File: src/rtl/mem_access_pkg.sv
`default_nettype none
// ============================================================================
// Module : mem_access_pkg
// Desc   : Memory-op codes, MEM-stage state encoding and op-class helpers.
// Rev    : 1.0 - initial release
// ============================================================================
package mem_access_pkg;

  typedef enum logic [2:0] {
    MEM_NOP = 3'd0,
    MEM_LB  = 3'd1,
    MEM_LBU = 3'd2,
    MEM_LW  = 3'd3,
    MEM_SB  = 3'd4,
    MEM_SW  = 3'd5
  } mem_op_e;

  typedef enum logic [0:0] {
    MEM_IDLE = 1'b0,
    MEM_BUSY = 1'b1
  } mem_state_e;

  function automatic logic is_load(input logic [2:0] op);
    return (op == MEM_LB) || (op == MEM_LBU) || (op == MEM_LW);
  endfunction

  function automatic logic is_store(input logic [2:0] op);
    return (op == MEM_SB) || (op == MEM_SW);
  endfunction

  function automatic logic is_word(input logic [2:0] op);
    return (op == MEM_LW) || (op == MEM_SW);
  endfunction

  // Codes 6 and 7 are unused and behave as NOP.
  function automatic logic is_mem_op(input logic [2:0] op);
    return is_load(op) || is_store(op);
  endfunction

endpackage
`default_nettype wire

File: src/rtl/mem_access_lane.sv
`default_nettype none
// ============================================================================
// Module : mem_lane
// Desc   : Big-endian byte-lane steering: store sel/wdata and load extraction.
// Rev    : 1.0 - initial release
// ============================================================================
module mem_lane
  import mem_access_pkg::*;
(
  input  logic [2:0]  op,
  input  logic [1:0]  offset,
  input  logic [31:0] store_data,
  input  logic [31:0] rdata,
  output logic [3:0]  sel,
  output logic [31:0] wdata,
  output logic [31:0] load_data
);

  logic [7:0] w_byte;
  logic [3:0] w_byte_sel;

  // Offset 0 addresses the most significant lane.
  always_comb begin
    w_byte     = 8'h00;
    w_byte_sel = 4'b0000;
    unique case (offset)
      2'b00: begin w_byte = rdata[31:24]; w_byte_sel = 4'b1000; end
      2'b01: begin w_byte = rdata[23:16]; w_byte_sel = 4'b0100; end
      2'b10: begin w_byte = rdata[15:8];  w_byte_sel = 4'b0010; end
      2'b11: begin w_byte = rdata[7:0];   w_byte_sel = 4'b0001; end
    endcase
  end

  always_comb begin
    sel       = 4'b0000;
    wdata     = 32'h0000_0000;
    load_data = 32'h0000_0000;
    case (op)
      MEM_LB: begin
        sel       = w_byte_sel;
        load_data = {{24{w_byte[7]}}, w_byte};
      end
      MEM_LBU: begin
        sel       = w_byte_sel;
        load_data = {24'h00_0000, w_byte};
      end
      MEM_LW: begin
        sel       = 4'b1111;
        load_data = rdata;
      end
      MEM_SB: begin
        sel   = w_byte_sel;
        wdata = {4{store_data[7:0]}};
      end
      MEM_SW: begin
        sel   = 4'b1111;
        wdata = store_data;
      end
      default: ;
    endcase
  end

endmodule
`default_nettype wire

File: src/rtl/mem_access.sv
`default_nettype none
// ============================================================================
// Module : mem_access
// Desc   : MIPS32 MEM stage; registers EX results and runs loads/stores on a
//          req/ack bus, stalling the pipe until ack or timeout.
// Rev    : 1.0 - initial release
// ============================================================================
module mem_access
  import mem_access_pkg::*;
#(
  parameter int ACK_TIMEOUT = 16,
  parameter int TO_W        = 5
) (
  input  logic        clk,
  input  logic        rst,
  input  logic        stall_i,
  input  logic        writeReg_i,
  input  logic [4:0]  writeAddr_i,
  input  logic [31:0] writeData_i,
  input  logic        wHiLo_i,
  input  logic [31:0] hiData_i,
  input  logic [31:0] loData_i,
  input  logic [2:0]  memOp_i,
  input  logic [31:0] memAddr_i,
  input  logic [31:0] storeData_i,
  input  logic [31:0] memRData_i,
  input  logic        memAck_i,
  output logic        writeReg_o,
  output logic [4:0]  writeAddr_o,
  output logic [31:0] writeData_o,
  output logic        wHiLo_o,
  output logic [31:0] hiData_o,
  output logic [31:0] loData_o,
  output logic        memReq_o,
  output logic        memWe_o,
  output logic [31:0] memAddr_o,
  output logic [3:0]  memSel_o,
  output logic [31:0] memWData_o,
  output logic        stallReq_o,
  output logic        busErr_o
);

  localparam logic [TO_W-1:0] c_cnt_limit = TO_W'(ACK_TIMEOUT - 1);

  mem_state_e      r_state;
  logic [TO_W-1:0] r_cnt;
  logic [2:0]      r_op;
  logic            r_hold_wreg;
  logic            r_hold_whilo;

  logic [2:0]  w_lane_op;
  logic [1:0]  w_lane_off;
  logic [3:0]  w_sel;
  logic [31:0] w_wdata;
  logic [31:0] w_load;

  // One lane unit serves both directions: IDLE aligns the incoming store,
  // BUSY extracts the load from the held op and the registered address.
  assign w_lane_op  = (r_state == MEM_IDLE) ? memOp_i         : r_op;
  assign w_lane_off = (r_state == MEM_IDLE) ? memAddr_i[1:0]  : memAddr_o[1:0];

  mem_lane u_lane (
    .op         (w_lane_op),
    .offset     (w_lane_off),
    .store_data (storeData_i),
    .rdata      (memRData_i),
    .sel        (w_sel),
    .wdata      (w_wdata),
    .load_data  (w_load)
  );

  always_ff @(posedge clk or posedge rst) begin
    if (rst) begin
      r_state      <= MEM_IDLE;
      r_cnt        <= '0;
      r_op         <= MEM_NOP;
      r_hold_wreg  <= 1'b0;
      r_hold_whilo <= 1'b0;
      writeReg_o   <= 1'b0;
      writeAddr_o  <= 5'd0;
      writeData_o  <= 32'h0;
      wHiLo_o      <= 1'b0;
      hiData_o     <= 32'h0;
      loData_o     <= 32'h0;
      memReq_o     <= 1'b0;
      memWe_o      <= 1'b0;
      memAddr_o    <= 32'h0;
      memSel_o     <= 4'h0;
      memWData_o   <= 32'h0;
      stallReq_o   <= 1'b0;
      busErr_o     <= 1'b0;
    end else begin
      busErr_o <= 1'b0;
      case (r_state)
        MEM_IDLE: begin
          if (stall_i) begin
            r_op        <= MEM_NOP;
            writeReg_o  <= 1'b0;
            writeAddr_o <= 5'd0;
            writeData_o <= 32'h0;
            wHiLo_o     <= 1'b0;
            hiData_o    <= 32'h0;
            loData_o    <= 32'h0;
            memReq_o    <= 1'b0;
            memWe_o     <= 1'b0;
            memAddr_o   <= 32'h0;
            memSel_o    <= 4'h0;
            memWData_o  <= 32'h0;
            stallReq_o  <= 1'b0;
          end else begin
            r_op         <= memOp_i;
            r_hold_wreg  <= writeReg_i;
            r_hold_whilo <= wHiLo_i;
            r_cnt        <= '0;
            writeAddr_o  <= writeAddr_i;
            writeData_o  <= writeData_i;
            hiData_o     <= hiData_i;
            loData_o     <= loData_i;
            memSel_o     <= w_sel;
            memWData_o   <= w_wdata;
            if (is_mem_op(memOp_i)) begin
              r_state    <= MEM_BUSY;
              writeReg_o <= 1'b0;
              wHiLo_o    <= 1'b0;
              memReq_o   <= 1'b1;
              stallReq_o <= 1'b1;
              memWe_o    <= is_store(memOp_i);
              memAddr_o  <= is_word(memOp_i) ? {memAddr_i[31:2], 2'b00} : memAddr_i;
            end else begin
              writeReg_o <= writeReg_i;
              wHiLo_o    <= wHiLo_i;
              memReq_o   <= 1'b0;
              stallReq_o <= 1'b0;
              memWe_o    <= 1'b0;
              memAddr_o  <= memAddr_i;
            end
          end
        end

        MEM_BUSY: begin
          // Ack is tested first so an ack on the limit cycle still completes.
          if (memAck_i) begin
            r_state    <= MEM_IDLE;
            memReq_o   <= 1'b0;
            stallReq_o <= 1'b0;
            memWe_o    <= 1'b0;
            memSel_o   <= 4'h0;
            memWData_o <= 32'h0;
            wHiLo_o    <= r_hold_whilo;
            if (is_load(r_op)) begin
              writeReg_o  <= r_hold_wreg;
              writeData_o <= w_load;
            end else begin
              writeReg_o <= 1'b0;
            end
          end else if (r_cnt == c_cnt_limit) begin
            r_state    <= MEM_IDLE;
            memReq_o   <= 1'b0;
            stallReq_o <= 1'b0;
            memWe_o    <= 1'b0;
            memSel_o   <= 4'h0;
            memWData_o <= 32'h0;
            writeReg_o <= 1'b0;
            wHiLo_o    <= 1'b0;
            busErr_o   <= 1'b1;
          end else begin
            r_cnt <= r_cnt + TO_W'(1);
          end
        end

        default: r_state <= MEM_IDLE;
      endcase
    end
  end

endmodule
`default_nettype wire

File: config.mk
export PLATFORM = sky130hd
export DESIGN_NAME = mem_access
export DESIGN_NICKNAME = d
export VERILOG_FILES = /design/src/rtl/mem_access_pkg.sv /design/src/rtl/mem_access_lane.sv /design/src/rtl/mem_access.sv
export SDC_FILE = /design/constraint.sdc
export NUM_CORES = 1
export LEC_CHECK = 0
export CAP_MARGIN = 20
export CELL_PAD_IN_SITES_DETAIL_PLACEMENT = 1
export CELL_PAD_IN_SITES_GLOBAL_PLACEMENT = 1
export CORE_MARGIN = 4
export CORE_UTILIZATION = 31
export DETAILED_ROUTE_END_ITERATION = 8
export PLACE_DENSITY_LB_ADDON = 0.15
export SETUP_SLACK_MARGIN = 0.1
export SYNTH_ARGS = -nofsm -noshare
export SYNTH_HDL_FRONTEND = slang
export SYNTH_SLANG_ARGS = --single-unit
File: constraint.sdc
create_clock -name clk -period 6.81 [get_ports clk]
set_input_delay 1.0215 -clock clk [delete_from_list [all_inputs] [get_ports clk]]
set_output_delay 1.0215 -clock clk [all_outputs]
set_load 0.02 [all_outputs]
# Yosys cells after proc, flatten, opt, wreduce, memory -nomap -nowiden
# Cells that the tools add are included.
dict set report word_totals {
  register_bits 185
  in_bits 206
  out_inout_bits 175
  elab_cells 109
}
dict set report op_classes {
  n_addsub 1
  eq_ne 23
  mux 53
  bitwise 2
  n_reduce_logical 13
}
# cell count
set ops {}
lappend ops {{32-bit 2-to-1 mux} 9}
lappend ops {{32-bit case mux with 2 select lines} 3}
lappend ops {{32-bit case mux with 3 select lines} 1}
lappend ops {{8-bit case mux with 4 select lines} 1}
lappend ops {{5-bit 2-to-1 mux} 4}
lappend ops {{3-bit by 2-bit == test with 1-bit output (second input constant)} 6}
lappend ops {{1-bit 2-to-1 mux} 18}
lappend ops {{4-bit case mux with 2 select lines} 2}
lappend ops {{4-bit case mux with 4 select lines} 1}
lappend ops {{3-bit == test (second input constant)} 4}
lappend ops {{4-bit 2-to-1 mux} 3}
lappend ops {{1-bit case mux with 2 select lines} 5}
lappend ops {{5-bit case mux with 2 select lines} 1}
lappend ops {{3-bit by 1-bit == test with 1-bit output (second input constant)} 3}
lappend ops {{2-bit != test (second input constant)} 4}
lappend ops {{1-bit logical OR} 7}
lappend ops {{2-bit 2-to-1 mux} 3}
lappend ops {{3-bit 2-to-1 mux} 2}
lappend ops {{5-bit by 1-bit adder with 5-bit output (second input constant)} 1}
lappend ops {{5-bit by 4-bit == test with 1-bit output (second input constant)} 1}
lappend ops {{2-bit == test (second input constant)} 2}
lappend ops {{2-bit AND reduction} 2}
lappend ops {{3-bit by 2-bit != test with 1-bit output (second input constant)} 1}
lappend ops {{3-bit AND reduction} 1}
lappend ops {{6 further kinds} 7}

# Longest topological paths before layout
dict set report logic_depth {
  ltp_word 7
  depth_mapped 8
  depth_no_buf 7
}

# Modules after synthesis
# From an unflattened synthesis, not the netlist that was laid out.
dict set report unflattened {
  cells_unflattened 663
  area_unflattened_um2 8311.7
}
# module instances cells_each area_each_um2 seq_area_each_um2
set by_module_without_submodules {}
lappend by_module_without_submodules {mem_access 1 489 7104.3 4629.4}
lappend by_module_without_submodules {mem_lane 1 174 1207.4 0.0}

# Worst setup path after synthesis
# Ideal clock, no wire load.
dict set report synth_timing {
  kind {in2reg}
  from {input memOp_i[2]}
  to {register memSel_o[0]}
  setup_time_ns 0.126
  t_arrival_ns 2.117
  t_required_ns 6.684
  setup_slack_ns 4.567
  cell_stages 5
  path_buffers 1
  cell_sequence {buf_2 > mux2i_4 > nor2_2 > o31a_1 > a221o_1}
}
dict set report synth_via {
  elab_chain_cells 6
  elab_cells_between_ends 11
  cone_classes {eq/ne (5); mux (4); reduce/logical (2)}
}
# item line
set synth_rtl {}
lappend synth_rtl {{start: declaration} mem_access.sv:23} ;# input logic [2:0] memOp_i,
lappend synth_rtl {{3-bit 2-to-1 mux *} mem_access.sv:59} ;# assign w_lane_op = (r_state == MEM_IDLE) ? memOp_i : r_op;
lappend synth_rtl {{3-bit == test, or another cell as far along} mem_access_lane.sv:38} ;# case (op)
lappend synth_rtl {{3-bit OR reduction (no line) or 2-bit OR reduction (tied branches)} n/a}
lappend synth_rtl {{4-bit case mux with 2 select lines *} mem_access_lane.sv:38}
lappend synth_rtl {{4-bit 2-to-1 mux *} mem_access.sv:96} ;# if (stall_i) begin
lappend synth_rtl {{4-bit case mux with 2 select lines *} mem_access.sv:94} ;# case (r_state)
lappend synth_rtl {{end signal: assignment} mem_access.sv:119} ;# memSel_o <= w_sel;
lappend synth_rtl {{end: declaration} mem_access.sv:37} ;# output logic [3:0] memSel_o,
# Every way passes the cells marked *; elsewhere a longest branch is shown, timed or not.
# A chain may end at the register's enable or synchronous reset.

# Final worst setup path
dict set report layout_timing {
  from {register r_state}
  to {register writeData_o[9]}
}
dict set report layout_via {
  elab_chain_cells 7
  elab_cells_between_ends 18
  cone_classes {eq/ne (8); mux (7); bitwise (1); reduce/logical (2)}
}
# item line
set layout_rtl {}
lappend layout_rtl {{start: declaration} mem_access.sv:45} ;# mem_state_e r_state;
lappend layout_rtl {{start signal: assignment} mem_access.sv:74} ;# r_state <= MEM_IDLE;
lappend layout_rtl {{start signal: assignment} mem_access.sv:122} ;# r_state <= MEM_BUSY;
lappend layout_rtl {{start signal: assignment} mem_access.sv:143} ;# r_state <= MEM_IDLE;
lappend layout_rtl {{2-bit 2-to-1 mux} mem_access.sv:60} ;# assign w_lane_off = (r_state == MEM_IDLE) ? memAddr_i[1:0] : memAddr_o[1:0];
lappend layout_rtl {{2-bit == test, or another cell as far along} mem_access_lane.sv:26} ;# unique case (offset)
lappend layout_rtl {{8-bit case mux with 4 select lines} mem_access_lane.sv:26}
lappend layout_rtl {{32-bit case mux with 3 select lines} mem_access_lane.sv:38}
lappend layout_rtl {{32-bit 2-to-1 mux} mem_access.sv:150} ;# if (is_load(r_op)) begin
lappend layout_rtl {{32-bit 2-to-1 mux} mem_access.sv:142} ;# if (memAck_i) begin
lappend layout_rtl {{32-bit case mux with 2 select lines} mem_access.sv:94}
lappend layout_rtl {{end signal: assignment} mem_access.sv:116} ;# writeData_o <= writeData_i;
lappend layout_rtl {{end signal: assignment} mem_access.sv:152} ;# writeData_o <= w_load;
lappend layout_rtl {{end: declaration} mem_access.sv:30} ;# output logic [31:0] writeData_o,
# Parallel ways exist; a longest one is shown, timed or not. The select of a mux whose other input is x is not followed.

==> metrics <==
count of flip-flops with a built-in enable after synthesis 0; Mapped Cells 668; Iter 0 DRT Violations 440; CTS Sinks between 150 and 200; min-delay src r_hold_wreg; Synth Net Count 876; Area contributors post-synth dfrtp_1, a22o_1, a211oi_2; area post-placement roughly 0.012 mm2; Setup crit start kind register; Initial DRT Pass Iterations 4; post-DP HPWL approximately 21000 um; Worst Skew 17.6 ps; final setup vio count 0; Setup CP Type register to register; maximum VDD drop roughly 0.14 mV; Synth cell types 57; R2R depth 5; Post-synth top cells dfrtp_1, a22o_1, nand2_1; hold_buf cts 0; TritonCTS clock tree built; starting density of the core 31.7%; setup TNS 0 ps; Die H roughly 170 um; routed vias/inst approximately 5.3; vias in the first global route 7429; final hold violations 0; Routed WL per cell ~22 um; MaxCap Viol Count 0; placed instance count 1323; asr flop ratio synth 100%; initial antenna violation count 0; fin. max-slew vios 0; Max Fanout on Critical Path a little under 80; top-count cell post-synth dfrtp_1; chip width ~170 um; post-synthesis sequential area ratio 57.5%; Nets approximately 1200; Cell Area, Synth around 0.0081 mm2; I/O pin count about 380; DRC Markers 0; remaining global-route overflow 0; Placer Congestion roughly 0.79; status complete, no violations; critical path capture point type register; final non-filler cell total 1358; worst hold endpoint r_hold_wreg; Critical Path RT about 7100 ps; pin count of the biggest net entering global routing 130; post-route ant nets 0; DR vias approximately 7200; clock-pin slew on the worst setup and hold paths approximately 70 ps; CP arrival 3720 ps; RSZ-0062 raised after global routing false; Final Cycle Share roughly 50%; worst min path class register to register; layout cells sized above 1 a little over 8%; TritonCTS Buffers 17; Util after Layout between 40% and 50%; CTS Buffer Depth 2; PortBufs 380; Final Cell Area roughly 0.013 mm2; Most used DFF post-synth dfrtp_1; worst slew pin tran approximately 1100 ps; min cycle time layout between 3000 and 4000 ps; flop-to-flop setup slack 3420 ps; post-synth top area share between 50% and 60%; f_max roughly 300 MHz; Yosys top cell by area dfrtp_1; root buffer cell clkbuf_16; post_cts resized 0; pwr/cell area roughly 270 mW/mm2; Row Count between 50 and 60; # Post-CTS Setup Buffers 0; full die area between 0.02 and 0.03 mm2; first-pass GRT wire length about 46000 um; FF-to-FF Start r_state; clk_lat worst skew ~430 ps; All-Layer GR Usage approximately a fifth; hold depth 2; synthesized area per cell roughly 12 um2; FF+latch count, synth 185; H-tree depth 4; Core ar. around 0.025 mm2; YS warnings 0; P_leak between 5 and 6 nW; R2R Path End writeData_o[9]; DRT Wirelength about 30000 um; Slew headroom between 20% and 30%; synth-to-layout area growth 57.1%
-- sequential cells by signal, summed over array words and instances, names as in the netlist --
name,count
r_cnt,5
wHiLo_o,1
writeReg_o,1
r_hold_wreg,1
memSel_o,4
busErr_o,1
r_op,3
loData_o,32
writeData_o,32
stallReq_o,1
memWe_o,1
hiData_o,32
writeAddr_o,5
memAddr_o,32
memWData_o,32
r_state,1
r_hold_whilo,1
-- worst max path at each step --
stage | startpoint | endpoint | slack, ps | depth (start not counted)
after CTS | r_state | memSel_o[1] | 3230 | 5
after global routing | r_state | writeData_o[10] | 3240 | 5
after global placement | r_state | memSel_o[1] | 3310 | 5
final | r_state | writeData_o[9] | 3420 | 5
after floorplan | rst | busErr_o | 760 | 1
after detailed placement | r_state | memWData_o[28] | 3210 | 5
-- worst max-delay path, cell delays in order (launching register included) --
cell and delay (ps):
dfrtp_4 1030, buf_4 740, mux2i_4 460, and2b_1 240, o211ai_4 380, a211oi_1 350
-- cells in the final DEF (no fill, tap or decap), types with 3 or more instances in the layout --
cell and n:
mux2i_1 7, a22oi_1 23, a22o_1 112, dfrtp_1 184, nor2_1 33, o21ai_1 11
a21oi_1 36, o21ai_0 19, clkbuf_16 17, buf_4 6, o221ai_1 8, inv_6 3
nor3b_1 4, clkinv_4 3, nand3_1 4, a211oi_2 20, nand2_1 45, clkdlybuf4s50_1 380
xor2_1 3, xnor2_1 3, inv_2 3, a211oi_1 6, o22a_1 8, nor3_1 3
a221oi_1 25, inv_8 6, a221o_1 10
-- power by group --
part           internal (mW)  total, mW  leakage (nW)  switching [mW]
combinational          0.508       1.05          2.57           0.545
sequential              1.24       1.35          2.43           0.112
clock                  0.543       1.03         0.294           0.485
total                   2.29       3.44          5.29            1.14
-- metrics by stage --
step,total power [mW],hold slack [ps],setup slack [ps]
2_1_floorplan,1.90,446,760
3_3_place_gp,2.42,463,3310
3_5_place_dp,2.43,474,3210
4_1_cts,3.48,492,3230
5_1_grt,3.60,511,3240
6_report,3.44,485,3420
-- per-layer routing --
metal	part of all wire (%)	up-vias	GRT usage [%]	routed length [um]
li1	-	3260	-	-
met1	42	3670	27.4	12900
met2	49	264	34.0	14900
met3	7.2	23	5.08	2200
met4	1.6	0	4.80	476
met5	0	-	0	0
-- area by class of cell --
type | count | area [um2]
Timing Repair Buffer | 388 | 3880
Antenna cell | 1 | 2.50
Tap cell | 330 | 413
Inverter | 5 | 26.3
Sequential cell | 185 | 4630
Clock inverter | 13 | 146
Fill cell | 2729 | 12800
Clock buffer | 19 | 453
Multi-Input combinational cell | 417 | 3090
-- cell families (layout without fill, tap and decap cells) --
| group | Yosys count | after routing | share of synthesized area, % |
|---|---|---|---|
| buf+inv | 66 | 425 | 4.38 |
| simple gates | 107 | 107 | 6.19 |
| flops | 185 | 185 | 57.5 |
| fa+ha+maj | 2 | 2 | 0.311 |
| mux | 10 | 10 | 1.46 |
| xor+xnor | 6 | 6 | 0.653 |
| other cells | 0 | 1 | 0 |
| compound gates | 292 | 292 | 29.5 |
No activity file was read; power rests on OpenSTA's default activity.
